**src/rtl/i2s_dac_tx.sv**
```systemverilog
// i2s_dac_tx: holds the latest stereo 24-bit sample pair and serializes it
// onto a standard I2S link (bclk, lrck, data) derived from the system clock.
// Requests a new pair at each frame load and flags underrun/overrun.
module i2s_dac_tx #(
  parameter int unsigned bclk_div = 4
) (
  input  logic        clk,
  input  logic        reset,
  input  logic        run,
  input  logic        l_data_valid,
  input  logic        r_data_valid,
  input  logic [23:0] l_data_in,
  input  logic [23:0] r_data_in,
  output logic        i2s_bclk,
  output logic        i2s_lrck,
  output logic        i2s_data,
  output logic        sample_req,
  output logic        underrun,
  output logic        overrun
);

  localparam int unsigned SAMPLE_W = 24;
  localparam int unsigned BIT_W    = 6;
  localparam int unsigned POS_W    = 5;
  localparam int unsigned DIV_W    = (bclk_div > 2) ? $clog2(bclk_div) : 1;

  localparam logic [DIV_W-1:0] DIV_LAST  = DIV_W'(bclk_div - 1);
  localparam logic [BIT_W-1:0] BIT_LAST  = BIT_W'(63);
  localparam logic [POS_W-1:0] POS_FIRST = POS_W'(1);
  localparam logic [POS_W-1:0] POS_LAST  = POS_W'(SAMPLE_W);

  typedef enum logic {
    IDLE = 1'b0,
    RUN  = 1'b1
  } state_t;

  state_t state_q;
  state_t state_d;

  logic [DIV_W-1:0]    div_cnt;
  logic [BIT_W-1:0]    bit_cnt;
  logic [SAMPLE_W-1:0] l_hold;
  logic [SAMPLE_W-1:0] r_hold;
  logic [SAMPLE_W-1:0] l_shift;
  logic [SAMPLE_W-1:0] r_shift;
  logic                l_pend;
  logic                r_pend;

  logic                active_c;
  logic                tc_c;
  logic                fall_c;
  logic                load_c;
  logic                swap_c;
  logic [BIT_W-1:0]    bit_nxt_c;
  logic [POS_W-1:0]    pos_c;
  logic [POS_W-1:0]    idx_c;
  logic [SAMPLE_W-1:0] src_c;
  logic                data_nxt_c;

  // State register
  always_ff @(posedge clk or posedge reset) begin
    if (reset) begin
      state_q <= IDLE;
    end else begin
      state_q <= state_d;
    end
  end

  // Next state plus divider / frame event decode and next serial bit
  always_comb begin
    state_d    = state_q;
    active_c   = 1'b0;
    tc_c       = 1'b0;
    fall_c     = 1'b0;
    load_c     = 1'b0;
    swap_c     = 1'b0;
    bit_nxt_c  = bit_cnt + BIT_W'(1);
    pos_c      = bit_nxt_c[POS_W-1:0];
    idx_c      = POS_LAST - pos_c;
    src_c      = bit_nxt_c[BIT_W-1] ? r_shift : l_shift;
    data_nxt_c = 1'b0;

    case (state_q)
      IDLE:    if (run)  state_d = RUN;
      RUN:     if (!run) state_d = IDLE;
      default: state_d = IDLE;
    endcase

    // Dropping run takes effect on the very clk it is seen low
    active_c = (state_q == RUN) && run;
    tc_c     = active_c && (div_cnt == DIV_LAST);
    fall_c   = tc_c && i2s_bclk;
    load_c   = fall_c && (bit_cnt == BIT_LAST);
    swap_c   = load_c && l_pend && r_pend;

    // Slot 0 is the I2S one-bit delay; slots past the sample width pad with 0
    if ((pos_c >= POS_FIRST) && (pos_c <= POS_LAST)) begin
      data_nxt_c = src_c[idx_c];
    end
  end

  // Bit-clock divider, slot counter and serial line outputs
  always_ff @(posedge clk or posedge reset) begin
    if (reset) begin
      div_cnt  <= '0;
      bit_cnt  <= BIT_LAST;
      i2s_bclk <= 1'b0;
      i2s_lrck <= 1'b0;
      i2s_data <= 1'b0;
    end else if (!active_c) begin
      div_cnt  <= '0;
      bit_cnt  <= BIT_LAST;
      i2s_bclk <= 1'b0;
      i2s_lrck <= 1'b0;
      i2s_data <= 1'b0;
    end else begin
      if (tc_c) begin
        div_cnt  <= '0;
        i2s_bclk <= ~i2s_bclk;
      end else begin
        div_cnt <= div_cnt + DIV_W'(1);
      end
      if (fall_c) begin
        bit_cnt  <= bit_nxt_c;
        i2s_lrck <= bit_nxt_c[BIT_W-1];
        i2s_data <= data_nxt_c;
      end
    end
  end

  // Shift registers take a complete pending pair at frame load, else repeat
  always_ff @(posedge clk or posedge reset) begin
    if (reset) begin
      l_shift <= '0;
      r_shift <= '0;
    end else if (swap_c) begin
      l_shift <= l_hold;
      r_shift <= r_hold;
    end
  end

  // Left holding stage; a strobe on the load clk stays pending for next frame
  always_ff @(posedge clk or posedge reset) begin
    if (reset) begin
      l_hold <= '0;
      l_pend <= 1'b0;
    end else if (l_data_valid) begin
      l_hold <= l_data_in;
      l_pend <= 1'b1;
    end else if (swap_c) begin
      l_pend <= 1'b0;
    end
  end

  // Right holding stage, same rules as left
  always_ff @(posedge clk or posedge reset) begin
    if (reset) begin
      r_hold <= '0;
      r_pend <= 1'b0;
    end else if (r_data_valid) begin
      r_hold <= r_data_in;
      r_pend <= 1'b1;
    end else if (swap_c) begin
      r_pend <= 1'b0;
    end
  end

  // Single-clk status pulses for the upstream pipe
  always_ff @(posedge clk or posedge reset) begin
    if (reset) begin
      sample_req <= 1'b0;
      underrun   <= 1'b0;
      overrun    <= 1'b0;
    end else begin
      sample_req <= load_c;
      underrun   <= load_c && !(l_pend && r_pend);
      overrun    <= (l_data_valid && l_pend) || (r_data_valid && r_pend);
    end
  end

endmodule

```
**config.mk**
```make
export PLATFORM = sky130hd
export DESIGN_NAME = i2s_dac_tx
export DESIGN_NICKNAME = d
export VERILOG_FILES = /design/src/rtl/i2s_dac_tx.sv
export SDC_FILE = /design/constraint.sdc
export NUM_CORES = 1
export LEC_CHECK = 0
export ABC_AREA = 0
export BUFFER_PORTS_ARGS = -buffer_cell sky130_fd_sc_hd__buf_2
export CORE_MARGIN = 2
export CORE_UTILIZATION = 43
export DETAILED_ROUTE_END_ITERATION = 8
export PLACE_DENSITY_LB_ADDON = 0.12
export SYNTH_ARGS = -nofsm -noshare
export SYNTH_HDL_FRONTEND = slang
export SYNTH_SLANG_ARGS = --single-unit
```
**constraint.sdc**
```tcl
create_clock -name clk -period 3.8 [get_ports clk]
set_input_delay 0 -clock clk [delete_from_list [all_inputs] [get_ports clk]]
set_output_delay 0 -clock clk [all_outputs]
set_load 0.005 [all_outputs]
```
# [Word level (Yosys, flattened, before mapping)]
# Cells that the tools add are included.
[totals] register_bits=113 inputBits=53 out_inout_bits=6 wordCells=59
[op_classes] add_sub_neg=3 n_lt_le_gt_ge=3 eq_ne=4 mux=18 bitwise=1 reduce_logical=15
[ops] cell="24-bit 2-to-1 mux" n=1
[ops] cell="1-bit 2-to-1 mux" n=12
[ops] cell="6-bit 2-to-1 mux" n=2
[ops] cell="1-bit logical AND" n=11
[ops] cell="6-bit by 1-bit adder with 6-bit output, second input constant" n=1
[ops] cell="6-bit equality test, second input constant" n=1
[ops] cell="5-bit by 6-bit less-than comparator with 1-bit output, second input constant" n=1
[ops] cell="1-bit binary-select mux with 5-bit select" n=1
[ops] cell="5-bit by 1-bit greater-or-equal comparator with 1-bit output, second input constant" n=1
[ops] cell="5-bit less-or-equal comparator, second input constant" n=1
[ops] cell="5-bit subtractor, first input constant" n=1
[ops] cell="2-bit 2-to-1 mux" n=2
[ops] cell="2-bit by 1-bit != test with 1-bit output, second input constant" n=2
[ops] cell="2-bit nonzero test" n=2
[ops] cell="2-bit by 1-bit adder with 2-bit output, second input constant" n=1
[ops] cell="2-bit equality test, second input constant" n=1
[ops] cell="1-bit zero test" n=1
[ops] cell="1-bit logical OR" n=1
[ops] cell="1-bit NOT" n=1

# [Depth between registers and ports, before layout]
[logic_depth] word_depth=8 mapped_depth=11 ltp_nobuf=9

# [Worst setup path after synthesis]
# OpenSTA, ideal clock, no wires.
[synth_path] path_type="flip-flop to flip-flop" start="reg bit_cnt[0]" end="reg i2s_data" setup_ps=69 arrival_time_ps=2856 required_time_ps=3731 slack_ps=875 stages_incl_launch_ff=10 path_buffers=1 period_less_slack_ps=2925 cell_sequence="dfstp_2 clkbuf_1 inv_1 ha_1 nand2b_1 or3_1 a41o_1 or3_1 or4_1 nand3_1"
[synth_between] elab_chain_len=7 word_cells_on_any_way=11 classes_between="add/sub: 2; order compare: 2; mux: 6; reduce/logical: 1"
[synth_lines] element="start: declaration" line_no="41" source="logic [BIT_W-1:0] bit_cnt;"
[synth_lines] element="start signal: assignment" line_no="124" source="bit_cnt <= bit_nxt_c;"
[synth_lines] element="6-bit by 1-bit adder with 6-bit output *" line_no="77" source="bit_nxt_c = bit_cnt + BIT_W'(1);"
[synth_lines] element="5-bit subtractor / 24-bit 2-to-1 mux (equally long branches)" line_no="79, 80"
[synth_lines] element="1-bit binary-select mux with 5-bit select" line_no="98" source="data_nxt_c = src_c[idx_c];"
[synth_lines] element="1-bit 2-to-1 mux (implied by the code)" line_no="98"
[synth_lines] element="1-bit 2-to-1 mux *" line_no="97" source="if ((pos_c >= POS_FIRST) && (pos_c <= POS_LAST)) begin"
[synth_lines] element="1-bit 2-to-1 mux *" line_no="123" source="if (fall_c) begin"
[synth_lines] element="1-bit 2-to-1 mux *" line_no="110" source="end else if (!active_c) begin"
[synth_lines] element="end signal: assignment" line_no="126" source="i2s_data <= data_nxt_c;"
[synth_lines] element="end: declaration" line_no="16" source="output logic i2s_data,"
# Every way passes the cells marked *; elsewhere a longest branch is shown, timed or not. The select of a mux whose other input is x is not followed.
# A chain may end at the register's enable or synchronous reset.

# [Worst setup path after layout]
# Same ends and word-level chain as after synthesis.

==> results by group <==
STA
  • Hold Fails Final Rpt: 0
  • Min Tclk post-route: 3150 ps
  • Worst-Margin Slew: roughly 1000 ps
  • PnR worst setup slack: 646 ps
  • Tcrit/Tclk final: 0.830
  • Fmax: 317 MHz
  • Fin Setup TNS: 0 ps
  • Worst Skew: 8.41 ps
  • Final number of max-transition violations: 0
  • RSZ-0062 raised after global routing: no
  • Setup violations, final: 0
  • Slew margin rel.: 0.319

Pwr
  • Leak pwr: just over 3 nW
  • PwrDens: 468 nW/um2
  • IR drop worst, VDD: approximately 370 uV

Min path
  • Hold Path Origin: r_data_valid
  • Min-Delay Path Class: input port to flop

Die
  • Die height: 112 um
  • Ports: 59
  • Core Region: 11,400 um2
  • Starting density of the core: 0.441
  • Die W: between 100 and 150 um
  • Die area: 12,500 um2
  • Row cnt: 39

Finish
  • Most frequent cells in the layout: 107 x dfrtp_1, 91 x mux2_2, 58 x buf_2, 50 x dlygate4sd3_1, 17 x clkbuf_16
  • Commonest non-fill, non-tap cell in the layout: dfrtp_1
  • Fill count: 983
  • Antenna Cells: 0
  • Register area: around 2800 um2
  • Area Growth Syn to Fin: 30.2%
  • Multi-input gate area: 2030 um2
  • Share of layout cells above drive strength 1: 0.390
  • Nets: 548

Synthesis
  • Synth Area per Inst: 13.1 um2
  • Synth async-reset ratio: 1.00
  • Netlist Area Pre-Place: 5010 um2
  • EDFF count, synth: 0
  • Synth warn: 0
  • Library cells used by synthesis: 59
  • Predominant post-synthesis flop cell: dfrtp_1
  • Sequential area share after synthesis: 0.566
  • Cells after synthesis: 382
  • Syn_nets: about 440
  • #FFs+latches synth: 113

Critical path
  • CP arrival: 3500 ps
  • Start of the worst register-to-register path: bit_cnt[0]$_DFFE_PP1P_
  • Critical path required time: just over 4000 ps
  • Crit path launch: bit_cnt[0]$_DFFE_PP1P_
  • Element type at the critical path end: flop
  • Startpoint types: flop
  • WS Path Type: flop to flop
  • Crit-path max FO: 16

Place
  • Hpwl dp: 6980 um
  • Pre-CTS WS: about 710 ps
  • Number of port buffers: 58
  • Final Wtd Congestion: 0.886

Clock network
  • Number of clock sinks: 113
  • Clock transition at path regs: around 50 ps
  • Max Root-Sink Buffers: 2
  • # H-tree levels: 4
  • CTS buffer count: 17
  • Skew-Pair Late Insertion Delay: 420 ps
  • CTS tree: yes
  • CTS root buf: clkbuf_16
  • Post-CTS Resized: 0

Detailed routing
  • Starting DRT DRC Count: approximately 170
  • Vias/cell: 5.26
  • Top sig layer: met4
  • DR WL met3: 505 um
  • DRT antenna net count: 0
  • Drt pass-1 iters: 5
  • Met2 WL: roughly 4800 um
  • Vias: approximately 3,400
  • WL met1: roughly 5000 um
  • Post-Route WL: 10,700 um
  • Drt wl/cell: 16.4 um
  • Remaining DRCs: 0

Global route
  • Gr usage total: 0.191
  • GR Overflow Total: 0
  • First-pass GRT wire length: around 19,000 um
  • Antenna violations before repair: 0
  • Largest net degree at the start of global routing: 86
  • Vias in the first global route: 3,597

Outcome
  • Status: completed

Run
  • Maxcap violations: 0
## power by group
| part | internal, mW | switching [mW] |
|---|---|---|
| clock network | 1.04 | 0.561 |
| registers | 1.26 | 0.0292 |
| logic | 0.100 | 0.0613 |
## area by class of cell
cell class,instances,area share
tap,143,0.0274
clock buffer,19,0.0679
inverter,7,0.00441
timing repair buffer,113,0.129
sequential,113,0.435
clock inverter,13,0.0249
multi-input combinational,240,0.312
## state kept, by name, indices dropped and copies added, names as in the netlist
name and flops:
bit_cnt 6, div_cnt 2, i2s_bclk 1, i2s_data 1, i2s_lrck 1, l_hold 24
l_pend 1, l_shift 24, overrun 1, r_hold 24, r_pend 1, r_shift 24
sample_req 1, state_q 1, underrun 1
## Yosys cell counts (all sizes together), types with 7 or more instances
| library cell | count | share of area |
|---|---|---|
| mux2 | 96 | 0.22 |
| o21ai | 10 | 0.010 |
| dfrtp | 107 | 0.53 |
| nor3 | 7 | 0.0080 |
| mux2i | 9 | 0.018 |
| inv | 7 | 0.0052 |
| nand3 | 13 | 0.015 |
| buf | 16 | 0.018 |
| nand2 | 16 | 0.012 |
| a21oi | 8 | 0.0080 |
| nor2 | 12 | 0.0090 |
| nor4 | 7 | 0.0087 |
## timing repair
| item | CTS | global route |
|---|---|---|
| setup buffers | 0 | 0 |
| hold buffers | 50 | 0 |
| hold endpoints to repair | 131 | 0 |
## per-layer routing
layer	GRT usage	vias to the layer above
met5	0	-
met4	0.0872	0
met3	0.0484	14
met2	0.279	87
met1	0.269	1696
li1	-	1611
## critical path: stages, from the launching register on
cell and delay, ps:
dfstp_2 700, inv_1 140, ha_1 520, nand2b_1 250, or3_1 320, a41o_1 260, or3_1 300, or4_1 510
nand3_1 90
## per-stage QoR
step	hold WS (ps)	area [um2]	instances	utilization	total power, mW
after detailed placement	152	5420	566	0.476	1.44
after floorplan	31.4	5010	382	-	1.38
final	189	6520	648	0.574	3.05
after global placement	140	5420	566	0.476	1.43
after CTS	184	6520	648	0.574	3.09
after global routing	215	6520	648	0.574	3.17
## worst paths after layout
| check | endpoint | slack, ps | cells after the start |
|---|---|---|---|
| setup reg to reg | i2s_data$_DFFE_PP0P_ | 650 | 8 |
| min in group asynchronous | l_hold[0]$_DFFE_PP0P_ | 380 | 3 |
| hold / removal | r_pend$_DFFE_PP0P_ | 190 | 2 |
| hold reg to reg | div_cnt[0]$_DFF_PP0_ | 440 | 1 |
| setup / recovery | i2s_data$_DFFE_PP0P_ | 650 | 8 |
| max in group asynchronous | r_hold[12]$_DFFE_PP0P_ | 2460 | 4 |
## cell families (layout without fill, tap and decap cells)
group	after synthesis	in the layout	synth area share
AOI/OAI and AO/OA	46	46	0.0627
xor gates and xnor gates	7	7	0.0137
adders and majority gates	3	3	0.00750
buffers and inverters	29	152	0.0280
DFF	113	113	0.566
muxes	106	106	0.238
and+or+nand+nor	78	78	0.0837
(Power assumes the default switching activity.)
